`src/rtl/score_game_ctrl_if.sv`:
```
// Bus between the game controller and its surroundings: tick/collision/start
// inputs towards the controller, score and HUD status back out.
interface score_game_ctrl_if #(
  parameter int SCORE_W = 12
);
  logic               start;
  logic               frame;
  logic               collision;
  logic [SCORE_W-1:0] score;
  logic [SCORE_W-1:0] high_score;
  logic               playing;
  logic               game_over;
  logic               new_high;
  logic               clear_score;
  logic               blink;

  modport slave (
    input  start,
    input  frame,
    input  collision,
    output score,
    output high_score,
    output playing,
    output game_over,
    output new_high,
    output clear_score,
    output blink
  );

  modport master (
    output start,
    output frame,
    output collision,
    input  score,
    input  high_score,
    input  playing,
    input  game_over,
    input  new_high,
    input  clear_score,
    input  blink
  );
endinterface

```
`src/rtl/score_game_ctrl.sv`:
```
// Meteor-game controller: IDLE/PLAY/LATCH/OVER sequencing, prescaled scoring,
// high-score retention and new-record blink. Every output comes from a flop.
module score_game_ctrl #(
  parameter int SCORE_W          = 12,
  parameter int FRAMES_PER_POINT = 4,
  parameter int BLINK_FRAMES     = 8
) (
  input  logic                clk,
  input  logic                reset,
  score_game_ctrl_if.slave    bus
);

  localparam int PRESC_W = (FRAMES_PER_POINT > 1) ? $clog2(FRAMES_PER_POINT) : 1;
  localparam int BLINK_W = (BLINK_FRAMES > 1) ? $clog2(BLINK_FRAMES) : 1;

  localparam logic [PRESC_W-1:0] PRESC_MAX = PRESC_W'(FRAMES_PER_POINT - 1);
  localparam logic [BLINK_W-1:0] BLINK_MAX = BLINK_W'(BLINK_FRAMES - 1);
  localparam logic [SCORE_W-1:0] SCORE_MAX = {SCORE_W{1'b1}};

  typedef enum logic [1:0] {
    S_IDLE  = 2'd0,
    S_PLAY  = 2'd1,
    S_LATCH = 2'd2,
    S_OVER  = 2'd3
  } state_e;

  state_e               state_q,     state_d;
  logic [SCORE_W-1:0]   score_q,     score_d;
  logic [SCORE_W-1:0]   high_q,      high_d;
  logic [PRESC_W-1:0]   presc_q,     presc_d;
  logic [BLINK_W-1:0]   blink_cnt_q, blink_cnt_d;
  logic                 blink_q,     blink_d;
  logic                 new_high_q,  new_high_d;
  logic                 clear_q,     clear_d;
  logic                 playing_q,   playing_d;
  logic                 over_q,      over_d;

  // State and datapath registers; reset clears everything, high score included.
  always_ff @(posedge clk or posedge reset) begin
    if (reset) begin
      state_q     <= S_IDLE;
      score_q     <= '0;
      high_q      <= '0;
      presc_q     <= '0;
      blink_cnt_q <= '0;
      blink_q     <= 1'b0;
      new_high_q  <= 1'b0;
      clear_q     <= 1'b0;
      playing_q   <= 1'b0;
      over_q      <= 1'b0;
    end else begin
      state_q     <= state_d;
      score_q     <= score_d;
      high_q      <= high_d;
      presc_q     <= presc_d;
      blink_cnt_q <= blink_cnt_d;
      blink_q     <= blink_d;
      new_high_q  <= new_high_d;
      clear_q     <= clear_d;
      playing_q   <= playing_d;
      over_q      <= over_d;
    end
  end

  // Next-state and datapath update for the game sequence.
  always_comb begin
    state_d     = state_q;
    score_d     = score_q;
    high_d      = high_q;
    presc_d     = presc_q;
    blink_cnt_d = blink_cnt_q;
    blink_d     = blink_q;
    new_high_d  = new_high_q;
    clear_d     = 1'b0;

    case (state_q)
      S_IDLE: begin
        if (bus.start) begin
          state_d     = S_PLAY;
          score_d     = '0;
          presc_d     = '0;
          new_high_d  = 1'b0;
          blink_d     = 1'b0;
          blink_cnt_d = '0;
          clear_d     = 1'b1;
        end else begin
          state_d = S_IDLE;
        end
      end

      S_PLAY: begin
        // Collision outranks a coincident frame: no increment, no prescaler step.
        if (bus.collision) begin
          state_d = S_LATCH;
        end else if (bus.frame) begin
          if (presc_q == PRESC_MAX) begin
            presc_d = '0;
            if (score_q != SCORE_MAX) begin
              score_d = score_q + SCORE_W'(1);
            end else begin
              score_d = score_q;
            end
          end else begin
            presc_d = presc_q + PRESC_W'(1);
          end
        end else begin
          state_d = S_PLAY;
        end
      end

      S_LATCH: begin
        state_d = S_OVER;
        if (score_q > high_q) begin
          high_d     = score_q;
          new_high_d = 1'b1;
        end else begin
          new_high_d = 1'b0;
        end
      end

      S_OVER: begin
        if (bus.start) begin
          state_d     = S_PLAY;
          score_d     = '0;
          presc_d     = '0;
          new_high_d  = 1'b0;
          blink_d     = 1'b0;
          blink_cnt_d = '0;
          clear_d     = 1'b1;
        end else if (new_high_q && bus.frame) begin
          if (blink_cnt_q == BLINK_MAX) begin
            blink_cnt_d = '0;
            blink_d     = ~blink_q;
          end else begin
            blink_cnt_d = blink_cnt_q + BLINK_W'(1);
          end
        end else begin
          state_d = S_OVER;
        end
      end

      default: begin
        state_d = S_IDLE;
      end
    endcase
  end

  // Status flags follow the next state so they line up with state_q after the edge.
  always_comb begin
    playing_d = (state_d == S_PLAY);
    over_d    = (state_d == S_OVER);
  end

  assign bus.score       = score_q;
  assign bus.high_score  = high_q;
  assign bus.playing     = playing_q;
  assign bus.game_over   = over_q;
  assign bus.new_high    = new_high_q;
  assign bus.clear_score = clear_q;
  assign bus.blink       = blink_q;

endmodule

```
`src/flat_wrapper.sv`:
```
// flat-port wrapper written by rule: the top's interface ports become plain ports
module score_game_ctrl_flat 
#(
  parameter int SCORE_W          = 12,
  parameter int FRAMES_PER_POINT = 4,
  parameter int BLINK_FRAMES     = 8
)
  (clk, reset, bus_start, bus_frame, bus_collision, bus_score, bus_high_score, bus_playing, bus_game_over, bus_new_high, bus_clear_score, bus_blink);
  score_game_ctrl_if #(.SCORE_W(SCORE_W)) bus_i ();
  input  logic clk;
  input  logic reset;
  input wire logic [$bits(bus_i.start)-1:0] bus_start;
  input wire logic [$bits(bus_i.frame)-1:0] bus_frame;
  input wire logic [$bits(bus_i.collision)-1:0] bus_collision;
  output wire logic [$bits(bus_i.score)-1:0] bus_score;
  output wire logic [$bits(bus_i.high_score)-1:0] bus_high_score;
  output wire logic [$bits(bus_i.playing)-1:0] bus_playing;
  output wire logic [$bits(bus_i.game_over)-1:0] bus_game_over;
  output wire logic [$bits(bus_i.new_high)-1:0] bus_new_high;
  output wire logic [$bits(bus_i.clear_score)-1:0] bus_clear_score;
  output wire logic [$bits(bus_i.blink)-1:0] bus_blink;
  assign bus_i.start = bus_start;
  assign bus_i.frame = bus_frame;
  assign bus_i.collision = bus_collision;
  assign bus_score = bus_i.score;
  assign bus_high_score = bus_i.high_score;
  assign bus_playing = bus_i.playing;
  assign bus_game_over = bus_i.game_over;
  assign bus_new_high = bus_i.new_high;
  assign bus_clear_score = bus_i.clear_score;
  assign bus_blink = bus_i.blink;
  score_game_ctrl #(.SCORE_W(SCORE_W), .FRAMES_PER_POINT(FRAMES_PER_POINT), .BLINK_FRAMES(BLINK_FRAMES)) u_core (.clk(clk), .reset(reset), .bus(bus_i));
endmodule
```
`config.mk`:
```
export PLATFORM = sky130hd
export DESIGN_NAME = score_game_ctrl_flat
export DESIGN_NICKNAME = d
export VERILOG_FILES = /design/src/rtl/score_game_ctrl_if.sv /design/src/rtl/score_game_ctrl.sv /design/src/flat_wrapper.sv
export SDC_FILE = /design/constraint.sdc
export NUM_CORES = 1
export LEC_CHECK = 0
export ABC_AREA = 1
export CAP_MARGIN = 20
export CELL_PAD_IN_SITES_DETAIL_PLACEMENT = 1
export CELL_PAD_IN_SITES_GLOBAL_PLACEMENT = 1
export CORE_MARGIN = 1
export CORE_UTILIZATION = 35
export CTS_BUF_LIST = sky130_fd_sc_hd__clkbuf_8
export CTS_CLUSTER_DIAMETER = 80
export DETAILED_ROUTE_END_ITERATION = 10
export DONT_BUFFER_PORTS = 1
export PLACE_DENSITY_LB_ADDON = 0.1
export SKIP_CTS_REPAIR_TIMING = 1
export SYNTH_ARGS = -nofsm -noshare
export SYNTH_HDL_FRONTEND = slang
export SYNTH_SLANG_ARGS = --single-unit
```
`constraint.sdc`:
```
create_clock -name clk -period 1.55 [get_ports clk]
set_input_delay 0.31 -clock clk [delete_from_list [all_inputs] [get_ports clk]]
set_output_delay 0.31 -clock clk [all_outputs]
set_load 0.05 [all_outputs]
```
; Word-level counts from Yosys, hierarchy flattened
; Index checks and enable logic that the tools add are counted.
; Widths: inputs -> output; s select.
[word_totals]
register_bits = 36
latch_bits = 0
ram_bits = 0
mem_bits_ro = 0
in_bits = 5
out_inout_bits = 29
wordCells = 74
mem_count = 0
[classes]
n_addsub = 3
n_mul = 0
div_mod_pow = 0
order_cmp = 1
eq_ne = 16
shift = 0
muxes = 31
bitwise = 1
n_reduce_logical = 12
[ops]
columns = cell, n
row1 = $mux 12, 5
row2 = $pmux 12 s2, 1
row3 = $mux 2, 8
row4 = $add 12x1->12 const B, 1
row5 = $gt 12x12->1, 1
row6 = $mux 3, 4
row7 = $ne 12x12->1 const B, 1
row8 = $eq 2x2->1 const B, 4
row9 = $mux 1, 8
row10 = $pmux 2 s4, 1
row11 = $reduce_and 4->1, 2
row12 = $ne 2x1->1 const B, 3
row13 = $ne 2x2->1 const B, 3
row14 = $ne 3x2->1 const B, 2
row15 = $pmux 3 s2, 1
row16 = $reduce_and 6->1, 1
row17 = $reduce_bool 2->1, 3
row18 = $eq 2x1->1 const B, 2
row19 = $pmux 1 s2, 2
row20 = $pmux 2 s2, 1
row21 = $reduce_and 2->1, 2
row22 = $add 3x1->3 const B, 1
row23 = $eq 3x3->1 const B, 1
row24 = $reduce_and 3->1, 1
row25 = other kinds (5), 5

; Longest topological paths before layout
[depth]
depth_word = 6
depth_mapped = 13
ltp_nobuf = 12

; Worst setup path before layout
; OpenSTA, ideal clock, no wires.
[synth_path]
path_kind = reg-to-reg
from = register u_core.high_q[11] (netlist: u_core.bus.high_score[11])
to = register u_core.high_q[0] (netlist: u_core.bus.high_score[0])
setup_time_ns = 0.119
arrival_time_ns = 1.845
required_time_ns = 1.431
setup_slack_ns = -0.414
path_stages_with_launch = 13
n_path_buf = 1
synth_period_minus_slack_ns = 1.964
path_cell_list = dfrtp_1 -> inv_1 -> ha_1 -> nand2_1 -> inv_1 -> nand2_1 -> nor2_1 -> nand2_1 -> nand3_1 -> nand3_1 -> buf_4 -> nand2_1 -> nand2_1
[synth_between]
elab_chain_len = 2
[synth_rtl]
columns = element, line_no
row1 = "start, declared", score_game_ctrl.sv:29  ; logic [SCORE_W-1:0] high_q, high_d;
row2 = "start signal, assigned", score_game_ctrl.sv:54  ; high_q <= high_d;
row3 = $gt 12x12->1, score_game_ctrl.sv:113  ; if (score_q > high_q) begin
row4 = $reduce_and 2->1 (no source line), --
; Every way passes these cells.
; A chain may end at the register's enable or synchronous reset.

; Final worst setup path
[layout_path]
from = register u_core.high_q[7] (netlist: u_core.bus.high_score[7])
to = register u_core.high_q[7] (netlist: u_core.bus.high_score[7])
; The elaborated chain is that of the path after synthesis.

==> flow_summary.yaml <==
floorplanning:
  rows: 28
  fp.coreArea_um2: 6060
  initial_utilization_pct: 37.2
  io_pins: 34
  chipHeight_um: 82.3
  die_w_um: 82.3
  die_area_um2: 6770
clock_tree:
  path_clk_slew_ns: 0.08
  cts_tree: "done"
  numCtsBuffers: 5
  clockRootBuffer: "clkbuf_8"
  cts_sinks: 36
  htree_levels: 2
  cts_max_path_buffers: 2
  insertion_delay_ns: 0.29
global_route:
  first_global_vias: 2177
  overflow: 0
  grtUsageTotal_pct: 21.9
  antenna_found_initial: 0
  grt_pass1_wl_um: 10800
  grt_max_degree: 37
placed_design:
  place.gp.congestion: 0.803
  io_buffers: 0
  dpl_cell_area_um2: 2880
  dp_hpwl_um: 5400
pwr:
  power_leakage_nw: 1.58
  ir_worst_vdd_v: 0.000931
  powerDensity_nw_per_um2: 1740
  p_total_mw: 5.83
timing:
  fmax_mhz: 572
  min_period_over_period_pct: 113
  setup_violations: 25
  rsz0062_at_grt: "true"
  tightestPinTransition_ns: 0.493
  layout_min_cycle_time_ns: 1.75
  finalWorstSetupSlack_ns: -0.198
  maxSlewViolCount: 0
  skew_ns: 0.00557
  hold_viol_final: 0
  slew_headroom_pct: 67.1
yosys:
  synth_cells: 292
  synth_top_area_share_pct: 39.9
  synth_area_leader_cell: "dfrtp_1"
  ys_warn_count: 0
  ys_seq_elements: 36
  yosysUniqueCellTypes: 25
  avgSynthCellArea_um2: 7.73
  synthTopCellsByCount: "89 x nand2_1, 43 x inv_1, 36 x dfrtp_1, 21 x ha_1, 17 x o21ai_0"
  synth_most_common_cell: "nand2_1"
  netlist_top_cells_area: "dfrtp_1 40%, nand2_1 15%, ha_1 12%"
  synth_seq_area_share_pct: 39.9
  synth_edf_count: 0
  synth_nets: 318
  synthArstFlopShare_pct: 100
  synthFlopType: "dfrtp_1"
  syn_area_um2: 2260
drt:
  wl_per_cell_um: 16.8
  viasPerCell: 5.02
  detail_route.wirelength_um: 7250
  drtPass1Iterations: 4
  antenna_left: 0
  drc: 0
  first_iter_violations: 71
  vias: 2162
setup_path:
  path_cells: "inv_2, ha_4, nand4_1, nor2_4, nand3b_1, buf_4, nand4_1, nand2_2"
  slowest_delay_ns: 0.43
  cp-end-kind: "flop"
  path_common_cell: "nand4_1"
  rr_endpoint: "u_core.bus.high_score[7]"
  reg2reg_slack_ns: -0.20
  critical_path.startpoint: "u_core.bus.high_score[7]"
  r2r-start: "u_core.bus.high_score[7]"
  cp-start-kind: "flop"
  timing_worst_setup_path_type: "reg -> reg"
  critPathCapture: "u_core.bus.high_score[7]"
  cp_top_family: "simple AND/OR/NAND/NOR gates"
  crit_arrival_ns: 1.91
  crit_fanout: 8
  worst-path-stages: 8
  r2r.worst_path.cells: 8
  critPathRequiredTime_ns: 1.72
  cp.buffers_inverters: 2
  cpMaxStageDelayCell: "dfrtp_2"
run_status:
  status: "complete, but fails checks"
  violations: "setup timing"
hold_path:
  hold_path_class: "in -> async"
finish:
  diodes: 0
  drive_gt1_share_pct: 50.0
  synthToLayoutAreaGrowth_pct: 48.0
  nets: 381
  final_area_um2: 3340
job:
  max_cap_viol_count: 0
## worst min-delay path by stage
stage,slack (ns),endpoint,cells after the start
floorplan,0.45,u_core.bus.clear_score,2
global placement,0.35,u_core.blink_cnt_q[0],2
detailed placement,0.35,u_core.blink_cnt_q[0],2
CTS,0.04,u_core.blink_cnt_q[0],2
global route,0.06,u_core.blink_cnt_q[0],2
finish,0.01,u_core.blink_cnt_q[0],2
## logic make-up after synthesis
group	synth area share (%)
and+or+nand+nor	27.5
buffers and inverters	9.87
AOI/OAI and AO/OA	11.1
DFF	39.9
adders and majority gates	11.6
## sequential cells by signal, summed over array words and instances, names as in the netlist
register and flops:
u_core.bus.blink 1, u_core.presc_q 2, u_core.bus.score 12, u_core.blink_cnt_q 3, u_core.bus.playing 1, u_core.bus.game_over 1
u_core.bus.new_high 1, u_core.state_q 2, u_core.bus.clear_score 1, u_core.bus.high_score 12
## per-stage QoR
step	utilization, %	setup WS [ns]	TNS [ns]	hold slack (ns)	instances
2_1_floorplan	-	-0.146	-1.45	0.451	292
3_3_place_gp	47.5	-0.0367	-0.243	0.351	419
4_1_cts	49.6	-0.194	-1.98	0.0357	427
6_report	55.1	-0.198	-1.98	0.0121	431
3_5_place_dp	47.5	-0.180	-1.39	0.349	419
5_1_grt	55.1	-0.265	-4.30	0.0606	431
## cell usage in the layout (no fill, tap or decap), drive strengths merged
cell type	instances
a21oi	11
ha	21
nand2	91
inv	46
o21ai	27
bufinv	1
o21a	1
nor3	3
a21o	1
buf	62
nor2	19
nand3	12
dfrtp	36
nand4	15
o21bai	1
clkbuf	8
nand3b	1
## final cells by class
cell class | instances | area (µm²)
sequential | 36 | 930
tap | 75 | 93.8
multi-input combinational | 203 | 1460
fill | 732 | 2720
inverter | 46 | 175
timing repair buffer | 63 | 557
clock buffer | 7 | 96.3
clock inverter | 1 | 30.0
## layer usage
metal  routed length (µm)  up-vias  share of wire (%)  global-route usage, %
met5                    0        -                  0                      0
li1                     -     1067                  -                      -
met2                 3310       36                 46                   33.1
met3                  288        7                4.0                   4.40
met1                 3560     1052                 49                   31.4
met4                   87        0                1.2                   5.96
## report_power, final
part | total [mW] | leakage, nW | switching, mW | internal, mW
clock network | 0.943 | 0.0645 | 0.375 | 0.568
registers | 1.41 | 0.451 | 0.292 | 1.12
logic | 3.47 | 1.06 | 2.06 | 1.41
No activity file was read; power rests on OpenSTA's default activity.
==> RTL change 1, RTL diff (config.mk and constraints unchanged) <==
`SCORE_W` is set to 12 in 3 places; all go to 10.
--- a/src/rtl/score_game_ctrl_if.sv
+++ b/src/rtl/score_game_ctrl_if.sv
@@ -2,5 +2,5 @@
 // inputs towards the controller, score and HUD status back out.
 interface score_game_ctrl_if #(
-  parameter int SCORE_W = 12
+  parameter int SCORE_W = 10
 );
   logic               start;
--- a/src/rtl/score_game_ctrl.sv
+++ b/src/rtl/score_game_ctrl.sv
@@ -2,5 +2,5 @@
 // high-score retention and new-record blink. Every output comes from a flop.
 module score_game_ctrl #(
-  parameter int SCORE_W          = 12,
+  parameter int SCORE_W          = 10,
   parameter int FRAMES_PER_POINT = 4,
   parameter int BLINK_FRAMES     = 8
--- a/src/flat_wrapper.sv
+++ b/src/flat_wrapper.sv
@@ -2,5 +2,5 @@
 module score_game_ctrl_flat 
 #(
-  parameter int SCORE_W          = 12,
+  parameter int SCORE_W          = 10,
   parameter int FRAMES_PER_POINT = 4,
   parameter int BLINK_FRAMES     = 8
Ports: changed (resized bus_high_score and bus_score); port bits go from 34 to 30. The function was not compared with the original's and may differ.
==> RTL change 1 against the original RTL <==
  * The run ends with hold timing, setup timing left
  * Fmax rose by 5.4%
  * Cell area fell by 8.6%
  * Sequential cell count fell by 4
  * Cell count fell by 10%
  * Synthesized cell count fell by 12%
  * Synthesized area fell by 12%
  * Setup slack improved by 0.090 ns
  * Power rose by 11%
  * Largest cell class unchanged
  * Non-clock buffer count fell by 9
  * First-iteration DRC count rose by 8.5%
  * Sequential share of layout area fell by 0.79 points
  * Routed wire length fell by 7.1%
==> RTL change 1: results (changes against the original RTL) <==
.. list-table::
   :header-rows: 1

   * - Metric
     - Value
   * - P_leak
     - 0.001457 uW (was 0.001577 uW)
   * - Worst slack at placement
     - -0.2053 ns (was -0.1799 ns)
   * - Estimated wirelength of the detail-placed design
     - 4292 um (was 5399 um)
   * - CP Data Arrival Time
     - 1.84 ns (was 1.91 ns)
   * - Max rail drop VDD
     - 0.8179 mV (was 0.9307 mV)
   * - Fraction of layout instances using a drive strength above 1
     - 53.14% (was 50.00%)
   * - Per-instance average area after synthesis
     - 7.687 sq um (was 7.726 sq um)
   * - Reg2Reg Capture Point
     - u_core.bus.score[9] (was u_core.bus.high_score[7])
   * - Hold Violations, Final
     - 8 (was 0)
   * - Worst Hold Slack
     - -0.001080 ns (was 0.01210 ns)
   * - Number of instances in the placed design
     - 361 (was 419)
   * - Number of endpoints failing setup at the final stage
     - 21 (was 25)
   * - Outcome
     - finished with violations (unchanged)
   * - Wirelength per Cell
     - 17.34 um (was 16.81 um)
   * - Clk_skew
     - 0.01138 ns (was 0.005570 ns)
   * - WL final
     - 6728 um (was 7246 um)
   * - Worst r2r path cells
     - 13 (was 8)
   * - Area of placed instances
     - 0.002432 sq mm (was 0.002882 sq mm)
   * - Setup slack after layout
     - -0.1084 ns (was -0.1983 ns)
   * - Failing checks
     - hold timing, setup timing (was setup timing)
   * - GR Util All Layers
     - 19.95% (was 21.89%)
   * - Setup TNS
     - -0.9332 ns (was -1.977 ns)
   * - First-iteration detailed-routing DRC count
     - 77 (was 71)
   * - Beginning of the worst register-to-register path
     - u_core.state_q[0] (was u_core.bus.high_score[7])
   * - Maximum number of pins on one net before global-route repair
     - 33 (was 37)
   * - Leading cell types by total area after synthesis
     - dfrtp_1 (41%), nand2_1 (16%), ha_1 (12%), inv_1 (6.6%), nand4_1 (4.1%) (was dfrtp_1 (40%), nand2_1 (15%), ha_1 (12%), inv_1 (7.2%), nand4_1 (4.2%))
-- RTL change 1: cell type report --
type                            instances  area (sq um)
Fill cell                             618          2217
Multi-Input combinational cell        185          1406
Sequential cell                        32         825.8
Timing Repair Buffer                   54         500.5
Inverter                               39         151.4
Tap cell                               70         87.58
Clock buffer                            5         68.82
Clock inverter                          3         12.51
-- RTL change 1: how the worst max path moves through the flow --
stage	endpoint	slack, ns	cells after the start
floorplan	u_core.bus.high_score[0]	-0.07	8
global placement	u_core.bus.score[5]	-0.14	8
detailed placement	u_core.bus.high_score[2]	-0.21	8
CTS	u_core.bus.high_score[2]	-0.22	8
global route	u_core.bus.score[9]	-0.18	13
finish	u_core.bus.score[9]	-0.11	13
-- RTL change 1: power groups by stage --
stage | clock, uW | combinational (uW) | sequential (uW)
finish | 622 | 4480 | 1380
detailed placement | 0 | 2790 | 1400
global route | 684 | 4790 | 1410
CTS | 626 | 2800 | 1380
floorplan | 0 | 1660 | 1720
global placement | 0 | 2710 | 1390
-- RTL change 1: cell families after synthesis --
| family | count (synthesis) | synth area share, % |
|---|---|---|
| buffers and inverters | 44 | 8.803 |
| AOI/OAI and AO/OA | 26 | 7.030 |
| and+or+nand+nor | 135 | 31.16 |
| adders and majority gates | 19 | 12.03 |
| DFF | 32 | 40.53 |
| xor gates and xnor gates | 1 | 0.4434 |
-- RTL change 1: per-layer routing --
metal	vias to the layer above	routed length, um	track usage, %
li1	951	-	-
met1	988	2927	26.12
met2	41	3427	33.10
met3	8	243	5.119
met4	0	129	3.962
met5	-	0	0
-- RTL change 1: worst max-delay path, delay by kind of cell (launching register included) --
| kind | cells | cell delay, ns |
|---|---|---|
| simple gates | 6 | 0.44 |
| flops | 1 | 0.42 |
| buf+inv | 5 | 0.41 |
| fa+ha+maj | 1 | 0.21 |
| compound gates | 1 | 0.06 |
==> RTL change 2, RTL diff (same settings) <==
Without the edit above. Make the reset (`reset`) synchronous in one clocked block.
--- a/src/rtl/score_game_ctrl.sv
+++ b/src/rtl/score_game_ctrl.sv
@@ -37,5 +37,5 @@
 
   // State and datapath registers; reset clears everything, high score included.
-  always_ff @(posedge clk or posedge reset) begin
+  always_ff @(posedge clk) begin
     if (reset) begin
       state_q     <= S_IDLE;
Behaviour: differs if reset is asserted again (counterexample within 4 cycles, from zero or initial values and one cycle with reset high); with reset held inactive, the same outputs for 10 cycles.
==> RTL change 2 against the original RTL <==
  * The flow still finishes with violations (setup timing)
  * Setup slack improved by 0.096 ns
  * Sequential cell count unchanged
  * Global-route usage decreased by 1.0 points
  * Synthesized area increased by 1.2%
  * Cell count increased by 14%
  * Non-clock buffer count increased by 9
  * Core utilization decreased by 1.4 points
  * Synthesized cell count increased by 16%
  * Cell area increased by 1.5%
  * Routed wire length increased by 2.3%
Power is not compared: it rests on default switching activity, and its combinational part moved more than twofold at a synthesized area within 25%.
==> RTL change 2: results (changes against the original RTL) <==
.. list-table::
   :header-rows: 1

   * - Metric
     - Value
   * - Estimated wirelength of the detail-placed design
     - 5133 um (was 5399 um)
   * - Number of iterations in the first detailed-routing pass
     - 4 (unchanged)
   * - Max rail drop VDD
     - ~0.43 mV
   * - Most frequent cells after synthesis
     - nand2_1 (79), inv_1 (65), nor2_1 (43), dfxtp_1 (36), a21oi_1 (21) (was nand2_1 (89), inv_1 (43), dfrtp_1 (36), ha_1 (21), o21ai_0 (17))
   * - Distinct cell type count after synthesis
     - 33 (was 25)
   * - Instance count of the mapped netlist
     - 340 (was 292)
   * - Routability-driven placement congestion ratio
     - 0.7372 (was 0.8032)
   * - Fraction of layout instances using a drive strength above 1
     - 43.83% (was 50.00%)
   * - Class of the tightest hold or removal check
     - in2reg (was in2async)
   * - Worst slack at placement
     - -0.2296 ns (was -0.1799 ns)
   * - Worst-path fanout max
     - 8 (unchanged)
   * - Post-layout net count
     - 437 (was 381)
   * - Outcome
     - finished with violations (unchanged)
   * - Root buffer selected by CTS
     - clkbuf_8 (unchanged)
   * - Failing checks
     - setup timing (unchanged)
   * - Critical path's slowest cell
     - dfxtp_4 (was dfrtp_2)
   * - Hold_sp
     - reset
   * - Timing startpoint of the critical path
     - u_core.bus.score[1] (was u_core.bus.high_score[7])
   * - Clk Latency, worst-skew pair
     - 0.29 ns (about the same)
   * - Register area share after synthesis
     - 31.58% (was 39.93%)
   * - WL final
     - 7410 um (was 7246 um)
   * - Fraction of synthesis flops using an asynchronous set or reset pin
     - 0% (was 100.0%)
   * - Maximum number of pins on one net before global-route repair
     - 25 (was 37)
   * - Clk_skew
     - 0.004215 ns (was 0.005570 ns)
   * - First-pass GRT wire length
     - 10780 um (was 10820 um)
   * - Leading cell types by total area after synthesis
     - dfxtp_1 (32%), nand2_1 (13%), ha_1 (11%), inv_1 (11%), nor2_1 (7.1%) (was dfrtp_1 (40%), nand2_1 (15%), ha_1 (12%), inv_1 (7.2%), nand4_1 (4.2%))
   * - Highest cell delay on the worst timing path
     - 0.39 ns (was 0.43 ns)
   * - Number of standard cells in the final layout excluding fillers
     - 490 (was 431)
   * - Setup slack after layout
     - -0.1021 ns (was -0.1983 ns)
   * - Number of instances in the placed design
     - 469 (was 419)
   * - Number of global-route vias before repair
     - 2403 (was 2177)
   * - CP Data Arrival Time
     - 1.87 ns (was 1.91 ns)
   * - Worst Max-Slew Pin Slew
     - 0.4802 ns (was 0.4931 ns)
   * - Number of buffers inserted by port buffering
     - 0 (unchanged)
   * - Max Buffers Root-to-Sink
     - 2 (unchanged)
   * - Leading register cell type out of synthesis
     - dfxtp_1 (was dfrtp_1)
   * - Number of endpoints failing setup at the final stage
     - 23 (was 25)
   * - GR Util All Layers
     - 20.88% (was 21.89%)
   * - CTS H-Tree Depth
     - 2 (unchanged)
   * - Post-synthesis net count
     - 365 (was 318)
   * - Synthesis warning total
     - 0 (unchanged)
   * - Detailed-route vias per instance
     - 4.943 (was 5.016)
[RTL change 2: final timing paths]
| path | to | slack (ns) | cells past startpoint |
|---|---|---|---|
| max | u_core.bus.score[2] | -0.10 | 8 |
| max reg2reg | u_core.bus.score[2] | -0.10 | 8 |
| min | u_core.bus.score[6] | 0.07 | 1 |
| min reg2reg | u_core.blink_cnt_q[2] | 0.47 | 2 |
[RTL change 2: per-stage QoR]
stage	util [%]	total power (uW)	setup TNS, ns	instance area [sq um]
2_1_floorplan	-	1475	-0.7225	2445
3_3_place_gp	46.59	1691	-1.209	2942
3_5_place_dp	46.59	1713	-3.079	2942
4_1_cts	48.02	2421	-3.657	3032
5_1_grt	53.67	2720	-4.098	3388
6_report	53.67	2585	-1.444	3388
[RTL change 2: routing by layer]
layer | GRT usage, % | part of all wire (%)
met1 | 25.21 | 44
met2 | 37.38 | 52
met3 | 3.736 | 3.1
met4 | 6.034 | 1.6
met5 | 0 | 0
[RTL change 2: critical path, delay by kind of cell (launching register included)]
kind / cells / cell delay [ns]
adders and majority gates: 1 / 0.20
and+or+nand+nor: 4 / 0.59
DFF: 1 / 0.39
AOI/OAI and AO/OA: 2 / 0.23
buffers and inverters: 1 / 0.17
[RTL change 2: area by class of cell]
cell class	count	area, sq um
tap	77	96.34
clock inverter	2	7.507
fill	802	2925
sequential	36	805.8
multi-input combinational	230	1574
clock buffer	6	82.58
inverter	67	266.5
timing repair buffer	72	555.5
[RTL change 2: kinds of logic (layout without fill, tap and decap cells)]
logic type	count (synthesis)	after routing	synth area share, %
buf+inv	77	147	13.87
compound gates	45	45	10.80
xor+xnor	1	1	0.3838
simple gates	161	164	32.40
flops	36	36	31.58
fa+ha+maj	20	20	10.96
[RTL change 2: power groups by stage]
| stage | Combinational, uW | Sequential, uW | Clock (uW) |
|---|---|---|---|
| global placement | 686 | 1010 | 0 |
| finish | 896 | 988 | 701 |
| CTS | 709 | 985 | 727 |
| floorplan | 396 | 1080 | 0 |
| global route | 970 | 993 | 756 |
| detailed placement | 706 | 1010 | 0 |
